<file path="config.mk">
export PLATFORM = sky130hd
export DESIGN_NAME = rv32_fetch_stage
export DESIGN_NICKNAME = d
export VERILOG_FILES = /design/src/rtl/rv32_pkg.sv /design/src/rtl/rv32_fetch_queue.sv /design/src/rtl/rv32_fetch_stage.sv
export SDC_FILE = /design/constraint.sdc
export NUM_CORES = 1
export LEC_CHECK = 0
export CELL_PAD_IN_SITES_DETAIL_PLACEMENT = 2
export CELL_PAD_IN_SITES_GLOBAL_PLACEMENT = 2
export CORE_ASPECT_RATIO = 0.75
export CORE_UTILIZATION = 32
export CTS_CLUSTER_DIAMETER = 80
export DETAILED_ROUTE_END_ITERATION = 6
export GPL_ROUTABILITY_DRIVEN = 0
export PLACE_DENSITY = 0.75
export SLEW_MARGIN = 20
export SYNTH_ARGS = -nofsm -noshare
export SYNTH_HDL_FRONTEND = slang
export SYNTH_SLANG_ARGS = --single-unit
</file>
<file path="constraint.sdc">
create_clock -name clk -period 3.1 [get_ports clk]
set_input_delay 0.31 -clock clk [delete_from_list [all_inputs] [get_ports clk]]
set_output_delay 0.31 -clock clk [all_outputs]
set_load 0.05 [all_outputs]
</file>
<file path="src/rtl/rv32_pkg.sv">
`default_nettype none
// +----------------------------------------------------------------------------+
// | Package     : rv32_pkg                                                     |
// | Description : Shared constants and types for the rv32 core front end.      |
// | Revision    : 1.0 - initial release                                        |
// +----------------------------------------------------------------------------+
package rv32_pkg;

  localparam int XLEN = 32;

  // Word PC fetched first after reset.
  localparam logic [XLEN-1:0] RESET_PC = '0;

  // One buffered fetch result: the instruction word and the word PC it came from.
  typedef struct packed {
    logic [XLEN-1:0] pc;
    logic [XLEN-1:0] inst;
  } fetch_entry_t;

endpackage : rv32_pkg
`default_nettype wire

</file>
<file path="src/rtl/rv32_fetch_queue.sv">
`default_nettype none
// +----------------------------------------------------------------------------+
// | Module      : rv32_fetch_queue                                             |
// | Description : DEPTH-entry circular FIFO of fetch entries with synchronous  |
// |               flush. Head entry is always visible on head_o.               |
// | Revision    : 1.0 - initial release                                        |
// +----------------------------------------------------------------------------+
module rv32_fetch_queue
  import rv32_pkg::*;
#(
  parameter int DEPTH = 2,
  parameter int CNT_W = $clog2(DEPTH + 1)
) (
  input  logic             clk,
  input  logic             rst_n,
  input  logic             push_i,
  input  fetch_entry_t     push_entry_i,
  input  logic             pop_i,
  input  logic             flush_i,
  output logic [CNT_W-1:0] count_o,
  output fetch_entry_t     head_o
);

  // DEPTH is a power of two, so pointers wrap naturally at their width.
  localparam int c_ptr_w = $clog2(DEPTH);

  fetch_entry_t       mem_q [DEPTH];
  logic [c_ptr_w-1:0] rd_ptr_q, rd_ptr_d;
  logic [c_ptr_w-1:0] wr_ptr_q, wr_ptr_d;
  logic [CNT_W-1:0]   count_q, count_d;
  logic               w_do_push;
  logic               w_do_pop;

  // The producer's credit scheme never pushes into a full queue; the full guard
  // only keeps a stray push from corrupting the head.
  assign w_do_push = push_i && (count_q != CNT_W'(DEPTH));
  assign w_do_pop  = pop_i  && (count_q != '0);

  // Pointer and occupancy next-state; flush wins over push/pop.
  always_comb begin
    rd_ptr_d = rd_ptr_q;
    wr_ptr_d = wr_ptr_q;
    count_d  = count_q;
    if (flush_i) begin
      rd_ptr_d = '0;
      wr_ptr_d = '0;
      count_d  = '0;
    end else begin
      if (w_do_push) wr_ptr_d = wr_ptr_q + c_ptr_w'(1);
      if (w_do_pop)  rd_ptr_d = rd_ptr_q + c_ptr_w'(1);
      case ({w_do_push, w_do_pop})
        2'b10:   count_d = count_q + CNT_W'(1);
        2'b01:   count_d = count_q - CNT_W'(1);
        default: count_d = count_q;
      endcase
    end
  end

  // Pointer and occupancy registers.
  always_ff @(posedge clk or negedge rst_n) begin
    if (!rst_n) begin
      rd_ptr_q <= '0;
      wr_ptr_q <= '0;
      count_q  <= '0;
    end else begin
      rd_ptr_q <= rd_ptr_d;
      wr_ptr_q <= wr_ptr_d;
      count_q  <= count_d;
    end
  end

  // Entry storage; a push in a flush cycle is discarded.
  always_ff @(posedge clk or negedge rst_n) begin
    if (!rst_n) begin
      for (int i = 0; i < DEPTH; i++) mem_q[i] <= '0;
    end else if (w_do_push && !flush_i) begin
      mem_q[wr_ptr_q] <= push_entry_i;
    end
  end

  assign count_o = count_q;
  assign head_o  = mem_q[rd_ptr_q];

endmodule : rv32_fetch_queue
`default_nettype wire

</file>
<file path="src/rtl/rv32_fetch_stage.sv">
`default_nettype none
// +----------------------------------------------------------------------------+
// | Module      : rv32_fetch_stage                                             |
// | Description : Instruction fetch stage. Owns the fetch PC, issues at most   |
// |               one read to a 1-cycle synchronous imem, buffers returned     |
// |               words in a small queue and hands them to decode over a       |
// |               valid/ready handshake. Redirects flush wrong-path work.      |
// | Revision    : 1.0 - initial release                                        |
// +----------------------------------------------------------------------------+
module rv32_fetch_stage
  import rv32_pkg::*;
#(
  parameter int              IMEM_AW  = 10,
  parameter int              DEPTH    = 2,
  parameter logic [XLEN-1:0] RESET_PC = rv32_pkg::RESET_PC
) (
  input  logic               clk,
  input  logic               reset,          // asynchronous, active low
  output logic               imem_req,
  output logic [IMEM_AW-1:0] imem_addr,
  input  logic [XLEN-1:0]    imem_rdata,
  input  logic               redirect_valid,
  input  logic [XLEN-1:0]    redirect_pc,
  output logic               out_valid,
  input  logic               out_ready,
  output logic [XLEN-1:0]    out_inst,
  output logic [XLEN-1:0]    out_pc
);

  localparam int c_cnt_w = $clog2(DEPTH + 1);

  logic [XLEN-1:0]    fetch_pc_q, fetch_pc_d;
  logic [XLEN-1:0]    inflight_pc_q, inflight_pc_d;
  logic               inflight_q, inflight_d;
  logic [c_cnt_w-1:0] w_count;
  logic [c_cnt_w:0]   w_occ;
  logic               w_pop;
  logic               w_push;
  fetch_entry_t       w_head;
  fetch_entry_t       w_push_entry;

  assign out_valid = (w_count != '0);
  assign w_pop     = out_valid && out_ready;

  // Slots already committed after this cycle's pop; a new request is allowed
  // only if its response is guaranteed a free queue entry.
  assign w_occ = {1'b0, w_count}
               + {{c_cnt_w{1'b0}}, inflight_q}
               - {{c_cnt_w{1'b0}}, w_pop};

  // Gated by reset so the strobe is low while reset is held.
  assign imem_req  = reset && !redirect_valid && (w_occ < (c_cnt_w + 1)'(DEPTH));
  assign imem_addr = fetch_pc_q[IMEM_AW-1:0];

  // The response lands the cycle after its request unless a redirect kills it.
  assign w_push       = inflight_q && !redirect_valid;
  assign w_push_entry = '{pc: inflight_pc_q, inst: imem_rdata};

  // Fetch PC / in-flight tracking; redirect overrides any issue.
  always_comb begin
    fetch_pc_d    = fetch_pc_q;
    inflight_pc_d = inflight_pc_q;
    inflight_d    = 1'b0;
    if (redirect_valid) begin
      fetch_pc_d = redirect_pc;
    end else if (imem_req) begin
      inflight_d    = 1'b1;
      inflight_pc_d = fetch_pc_q;
      fetch_pc_d    = fetch_pc_q + XLEN'(1);
    end
  end

  // Fetch state registers.
  always_ff @(posedge clk or negedge reset) begin
    if (!reset) begin
      fetch_pc_q    <= RESET_PC;
      inflight_pc_q <= '0;
      inflight_q    <= 1'b0;
    end else begin
      fetch_pc_q    <= fetch_pc_d;
      inflight_pc_q <= inflight_pc_d;
      inflight_q    <= inflight_d;
    end
  end

  rv32_fetch_queue #(
    .DEPTH (DEPTH),
    .CNT_W (c_cnt_w)
  ) u_queue (
    .clk          (clk),
    .rst_n        (reset),
    .push_i       (w_push),
    .push_entry_i (w_push_entry),
    .pop_i        (w_pop && !redirect_valid),
    .flush_i      (redirect_valid),
    .count_o      (w_count),
    .head_o       (w_head)
  );

  // Present zeros when empty so reset and flush leave clean outputs.
  assign out_inst = out_valid ? w_head.inst : '0;
  assign out_pc   = out_valid ? w_head.pc   : '0;

endmodule : rv32_fetch_stage
`default_nettype wire
</file>
==> results of run 1 <==
through the flow:
stage	hold WS, ps	cells	utilization
final	75.8	1369	0.425
after global routing	128	1368	0.425
after CTS	89.0	1367	0.425
after detailed placement	478	1327	0.398
after global placement	471	1327	0.398
after floorplan	14.4	821	-
registers in the layout, summed over array words and instances, names as in the netlist:
signal            flops
u_queue.mem_q       128
fetch_pc_q           32
inflight_pc_q        32
u_queue.count_o       2
inflight_q            1
u_queue.rd_ptr_q      1
u_queue.wr_ptr_q      1
how the worst max path moves through the flow:
stage,start,endpoint,depth (start not counted)
global placement,out_ready,fetch_pc_q[10],12
finish,u_queue.count_o[1],fetch_pc_q[9],12
global route,u_queue.count_o[1],fetch_pc_q[26],13
detailed placement,out_ready,fetch_pc_q[4],12
CTS,u_queue.count_o[0],imem_req,11
floorplan,u_queue.count_o[1],imem_req,12
cells by family (layout without fill, tap and decap cells):
family	after synthesis	count (layout)
DFF	197	197
and+or+nand+nor	296	296
buffers and inverters	64	226
xor gates and xnor gates	5	5
AOI/OAI and AO/OA	64	64
other	0	1
muxes	192	192
adders and majority gates	3	3
where the power goes:
| group | leakage (nW) | internal (mW) | switching (mW) | total (mW) |
|---|---|---|---|---|
| logic | 2.33 | 0.993 | 1.01 | 2.00 |
| registers | 2.48 | 3.33 | 0.512 | 3.84 |
| clock network | 0.315 | 1.34 | 1.07 | 2.42 |
| total | 5.13 | 5.66 | 2.60 | 8.26 |
cells in the final DEF, fill, tap and decap left out, drive strengths merged, types with 4 or more instances in the layout:
cell type / instances
a221o: 4
a22oi: 5
a31oi: 7
and2: 5
and3: 6
buf: 46
clkbuf: 20
clkdlybuf4s50: 140
clkinv: 6
dfrtp: 197
inv: 10
mux2: 128
mux2i: 64
nand2: 135
nand3: 19
nand3b: 6
nand4: 10
nor2: 82
nor2b: 10
nor3: 6
nor4: 5
o211ai: 5
o21ai: 20
o311ai: 9
or3: 5
layer usage:
metal / vias to the layer above / wire length (microns) / GRT usage
met5: - / 0 / 0
met4: 0 / 311 / 0.0535
met3: 23 / 709 / 0.0283
met2: 118 / 13000 / 0.320
met1: 3551 / 13100 / 0.265
li1: 3145 / - / -
final cells by class:
type	instances	area, sq um
Fill cell	2896	16200
Antenna cell	1	2.50
Clock buffer	19	453
Timing Repair Buffer	188	1860
Inverter	6	27.5
Clock inverter	13	186
Sequential cell	197	4930
Multi-Input combinational cell	560	4010
Tap cell	385	482
what timing repair did:
item | 4_1_cts | 5_1_grt
buffers inserted | 7 | 2
resized for setup | 7 | 5
pin swaps | 4 | 4
setup endpoints to repair | 13 | 18
cloned | 1 | 0
==> results.md, run 1 <==
* NumNets Final at between 1000 and 1500
* Die Y at ~150 microns
* WP buf/inv at 2
* Initial antenna violation count at 0
* Die area at around 29000 sq um
* Library cell used as clock root buffer: clkbuf_16
* Arithmetic-cell share of the synthesized area counting full adders, half adders and majority gates at 0.00489
* Slack of the critical path at about 110 ps
* Type of destination of the critical path: register
* Highest-delay cell along the critical path: fa_1
* Proportion of synthesized area in mux cells at 0.226
* Clk sinks at 197
* Number of top-level design ports at ~140
* Async set or reset register ratio after synthesis at 1.00
* Share of layout cells above drive strength 1 at 0.227
* Cell types occupying the most area after synthesis: dfrtp_1, mux2_2, mux2i_1
* Result of the run: finished, final reports clean
* Most common library cells after synthesis: dfrtp_1, nand2_1, mux2_2
* Maximum clock path buffer count at 2
* Worst endpoint data arrival time at 3300 ps
* Type of the worst min-delay path: primary input to asynchronous set/reset pin
* Maximum clock rate at between 300 and 400 MHz
* Data required time at the worst endpoint at 3420 ps
* Synth warnings at 0
* Vias in the first global route at roughly 7600
* Antenna violation net count after detailed routing at 0
* Maximum ir drop on the vdd rail at between 0.3 and 0.4 mV
* Static leakage at ~5.1 nW
* Total count of max-transition violations in the final report at 0
* Total Wirelength at 27100 microns
* Number of hold violations in the final report at 0
* H-tree depth at 4
* Largest family of logic cells by synthesized area: multiplexers
* Max incr delay on CP at 550 ps
* Reg-to-reg critical path startpoint: u_queue.count_o[1]
* Maximum number of pins on one net before global-route repair at 76
* Post-route DRC violation count at 0
* Number of design-rule violations left by the first detailed-router iteration at ~290
* Total routing resource utilization after global routing at 0.194
* Clock Pin Slew Worst Setup and Hold Paths at around 80 ps
* Detailed Place HPWL at ~18000 microns
* Final non-filler cell area at around 12000 sq um
* Post-route fraction of the period consumed by the critical path at 0.964
* Total nets after synthesis at 892
* Area Overhead vs Synth at 29.9%
* Setup slack of the most critical reg-to-reg path at ~110 ps
* Clk_lat worst skew at 450 ps
* Kind of start point of the critical path: register
* Initial standard-cell utilization of the core at 0.327
* Wire length of the first global-routing pass at between 40000 and 50000 microns
* CTS tree: built
* I/O Buffers at approximately 140
* Chip Width at between 150 and 200 microns
* Crit path kind: register to register
* Routed wirelength normalized by instance count at between 15 and 20 microns
* PD cells at approximately 690 nW/um^2
* Transition time at the pin with the least slew margin at approximately 960 ps
* Compound-Gate Fraction of Synth Area at 0.0482
* Minimum clock period at roughly 3000 ps
* Sum of internal, switching and leakage power at 8.26 mW
* Clock buffer count from CTS at 17
* Pre-Repair DR Iteration Count at 4
* Number of synthesized flops with an enable pin at 0
* Area fraction of the dominant cell type after synthesis at 0.535
* Placeable core region at approximately 28000 sq um
* Depth of the worst register-to-register path at 12
* Count of vias placed by the detailed router at roughly 6800
* Worst setup skew after layout at around 12 ps
* Netlist Area Pre-Place at 9210 sq um
* Number of standard cells after synthesis at roughly 820
* Xor/xnor cell area share of the yosys netlist at 0.00476
* Hold-fix buffer count after cts at 0
* Aggregate negative setup slack at 0 ps
* Post-Synth Simple-Gate Area at 0.147
* Portion of the post-synthesis area used by sequential elements at 0.535
* Normalized max-slew margin at 0.357
* Max_cap viols at 0
* Register bit count reported by yosys at approximately 200
* Standard cell area after detailed placement at 11200 sq um
* Cell Chain, Critical Path: nor2_4 > inv_2 > and2_4 > ha_4 > nand2b_4 > fa_1 > nand3b_1 > or2_4 > buf_4 > or3_4 > o21ai_2 > o311ai_1
* Number of cell rows at 53
* Leftover overflow at the end of global routing at 0
* Vias per cell at 4.99
* Highest net fanout along the worst path at 5
* Largest delay share family, worst path: simple AND/OR/NAND/NOR gates
* Most used flip-flop cell after synthesis: dfrtp_1
* Library cell occupying the most area in the post-synthesis netlist: dfrtp_1
* Distinct cell type count of the synthesized netlist at 54
* Average size of a mapped cell at around 11 sq um
* Cell with the most instances after synthesis: dfrtp_1
* R2r endpoint: fetch_pc_q[9]
* Setup Slack @ Placement at -182 ps
* Final count of negative-setup-slack endpoints at 0
Note: power is estimated with default switching activity, not from simulation.
==> inputs of run 2 (changes only) <==
--- a/config.mk
+++ b/config.mk
@@ -5,6 +5,7 @@
 export SDC_FILE = /design/constraint.sdc
 export NUM_CORES = 1
 export LEC_CHECK = 0
+export CAP_MARGIN = 20
 export CELL_PAD_IN_SITES_DETAIL_PLACEMENT = 2
 export CELL_PAD_IN_SITES_GLOBAL_PLACEMENT = 2
 export CORE_ASPECT_RATIO = 0.75
@@ -12,6 +13,7 @@
 export CTS_CLUSTER_DIAMETER = 80
 export DETAILED_ROUTE_END_ITERATION = 6
 export GPL_ROUTABILITY_DRIVEN = 0
+export MAX_ROUTING_LAYER = met4
 export PLACE_DENSITY = 0.75
 export SLEW_MARGIN = 20
 export SYNTH_ARGS = -nofsm -noshare
==> run 2 against run 1 <==
Effect of this change:
- cell count about the same
- worst setup slack better by 4.4 ps
- via count fell by 0.56%
- global-route usage grew 0.56 points
- maximum frequency is 0.15% higher
- flip-flop and latch count stayed put
- sequential power about the same
- first-iteration DRC count shrank 4.8%
==> results.md, run 2 (synthesis results as in run 1) <==
* Result of the run: finished, final reports clean
* Clock Pin Slew Worst Setup and Hold Paths at 80 ps (about the same)
* Post-route fraction of the period consumed by the critical path at 0.962 (-0.00143)
* Setup Slack @ Placement at -182 ps (unchanged)
* Part of the power in the clock network at 0.293 (about the same)
* Largest register by flop count: u_queue.mem_q
* Number of antenna cells inserted at 0 (-1)
* Initial standard-cell utilization of the core at 0.327 (unchanged)
* Switching part of the total power at 0.315 (about the same)
* Registers with the most flip-flops: u_queue.mem_q x128, fetch_pc_q x32, inflight_pc_q x32
* Post-route DRC violation count at 0 (unchanged)
* Clk sinks at 197 (unchanged)
* Die Y at 149 microns (unchanged)
* Antenna violation net count after detailed routing at 0 (unchanged)
* Library cell used as clock root buffer: clkbuf_16
* Pre-Repair DR Iteration Count at 4 (unchanged)
* Number of top-level design ports at 144 (unchanged)
* Total count of max-transition violations in the final report at 0 (unchanged)
* Clock buffer count from CTS at 17 (unchanged)
* Detailed Place HPWL at 18100 microns (unchanged)
* Minimum clock period at 2980 ps (-4.45 ps)
* PD cells at 691 nW/um^2 (about the same)
* Total routing resource utilization after global routing at 0.199 (+0.00558)
* Static leakage at 5.13 nW (unchanged)
* Number of hold violations in the final report at 0 (unchanged)
* Type of destination of the critical path: register
* Kind of start point of the critical path: register
* Data required time at the worst endpoint at 3420 ps (about the same)
* H-tree depth at 4 (unchanged)
* Clk_lat worst skew at 450 ps (about the same)
* Vias per cell at 4.97 (-0.48%)
* Proportion of power drawn by combinational gates at 0.242 (about the same)
* Worst endpoint data arrival time at 3300 ps (about the same)
* Final count of negative-setup-slack endpoints at 0 (unchanged)
* Hold-fix buffer count after cts at 0 (unchanged)
* Total Wirelength at 27000 microns (-0.35%)
* Type of the worst min-delay path: primary input to asynchronous set/reset pin
* Placeable core region at 28100 sq um (unchanged)
* Count of vias placed by the detailed router at 6799 (-0.56%)
* Most common library cell in the layout ignoring fill and taps: dfrtp_1
* CTS tree: built
* Top library cells by usage in the layout, fill and taps aside: dfrtp_1, clkdlybuf4s50_1, nand2_1, mux2_2, nor2_1
* Chip Width at 198 microns (unchanged)
* I/O Buffers at 143 (unchanged)
* Vias in the first global route at 7600 (+0.30%)
* Number of design-rule violations left by the first detailed-router iteration at 278 (-4.8%)
* Hold Slack at 74.0 ps (-1.83 ps)
* Die area at 29500 sq um (unchanged)
* Maximum number of pins on one net before global-route repair at 76 (unchanged)
* Wire length of the first global-routing pass at 43500 microns (about the same)
* Maximum ir drop on the vdd rail at 0.401 mV (+0.54%)
* Initial antenna violation count at 0 (unchanged)
* Sequential share of power at 0.465 (about the same)
* Area Overhead vs Synth at 29.9% (about the same)
* Maximum clock rate at 335 MHz (+0.15%)
* Transition time at the pin with the least slew margin at 982 ps (+18.3 ps)
* Flip-flop count of the largest register after layout at 128 (unchanged)
* Highest net fanout along the worst path at 4 (-1)
* Net Sw Power at 2.60 mW (about the same)
* Share of layout cells above drive strength 1 at 0.227 (unchanged)
* Leftover overflow at the end of global routing at 0 (unchanged)
* Crit path kind: register to register
* Routed wirelength normalized by instance count at 19.8 microns (-0.28%)
* Normalized max-slew margin at 0.345 (-0.0122)
* Max_cap viols at 0 (unchanged)
* Maximum clock path buffer count at 2 (unchanged)
* Number of cell rows at 53 (unchanged)
* Worst setup skew after layout at 9.72 ps (-2.22 ps)
* Final core utilization at 0.425 (about the same)
* NumNets Final at 1041 (unchanged)
* Internal cell power at 5.66 mW (about the same)
* Slack of the critical path at 117 ps (+4.45 ps)
## run 2: final cells by class
cell class / instances / area, sq um
fill: 2897 / 16200
sequential: 197 / 4930
multi-input combinational: 560 / 4010
timing repair buffer: 188 / 1860
tap: 385 / 482
clock buffer: 19 / 453
clock inverter: 13 / 186
inverter: 6 / 27.5
## run 2: worst paths after layout
| check | startpoint | end | slack (ps) | depth (start not counted) |
|---|---|---|---|---|
| max in group asynchronous | reset | u_queue.rd_ptr_q | 2210 | 2 |
| min in group clk | redirect_valid | u_queue.wr_ptr_q | 150 | 2 |
| worst max register to register | u_queue.count_o[1] | fetch_pc_q[22] | 120 | 13 |
| worst max-delay path | u_queue.count_o[1] | fetch_pc_q[22] | 120 | 13 |
| worst min-delay path | reset | inflight_pc_q[3] | 70 | 2 |
| worst min register to register | u_queue.mem_q[84] | u_queue.mem_q[84] | 510 | 1 |
## run 2: per-layer routing
metal	routed length, microns	vias up	track usage
met5	0	-	-
met4	320	0	0.0547
met3	756	23	0.0280
met2	13000	109	0.321
met1	13000	3528	0.264
li1	-	3139	-
## run 2: repair_timing
item / CTS / global route
pin swaps: 4 / 4
setup endpoints to repair: 13 / 19
endpoints found under the hold margin: 0 / 0
setup buffers: 7 / 2
gates resized for setup: 7 / 5
gates cloned: 1 / 0
## run 2: worst max-delay path: stages (launching register included)
cell      delay (ps)
dfrtp_1          410
nor2_4           120
inv_2             40
and2_4           160
ha_4             200
nand2b_4         140
fa_1             550
nand3b_1         120
buf_4            150
nor4_2           230
buf_4            170
nand3_1          210
o21ai_0          230
o311ai_1         120
## run 2: power by group through the flow
| stage | registers, mW | clock network [mW] | logic (mW) |
|---|---|---|---|
| after global routing | 3.95 | 2.57 | 2.19 |
| after detailed placement | 3.88 | 0 | 2.00 |
| after floorplan | 3.68 | 0 | 1.42 |
| after CTS | 3.85 | 2.50 | 2.05 |
| after global placement | 3.82 | 0 | 1.92 |
| final | 3.84 | 2.42 | 2.00 |
## run 2: through the flow
step | power, mW | setup TNS [ps] | cells | area, sq um
finish | 8.26 | 0 | 1368 | 12000
global route | 8.71 | -16.9 | 1368 | 12000
CTS | 8.40 | -32.9 | 1367 | 11900
detailed placement | 5.88 | -2690 | 1327 | 11200
global placement | 5.73 | -928 | 1327 | 11200
floorplan | 5.10 | 0 | 821 | 9220
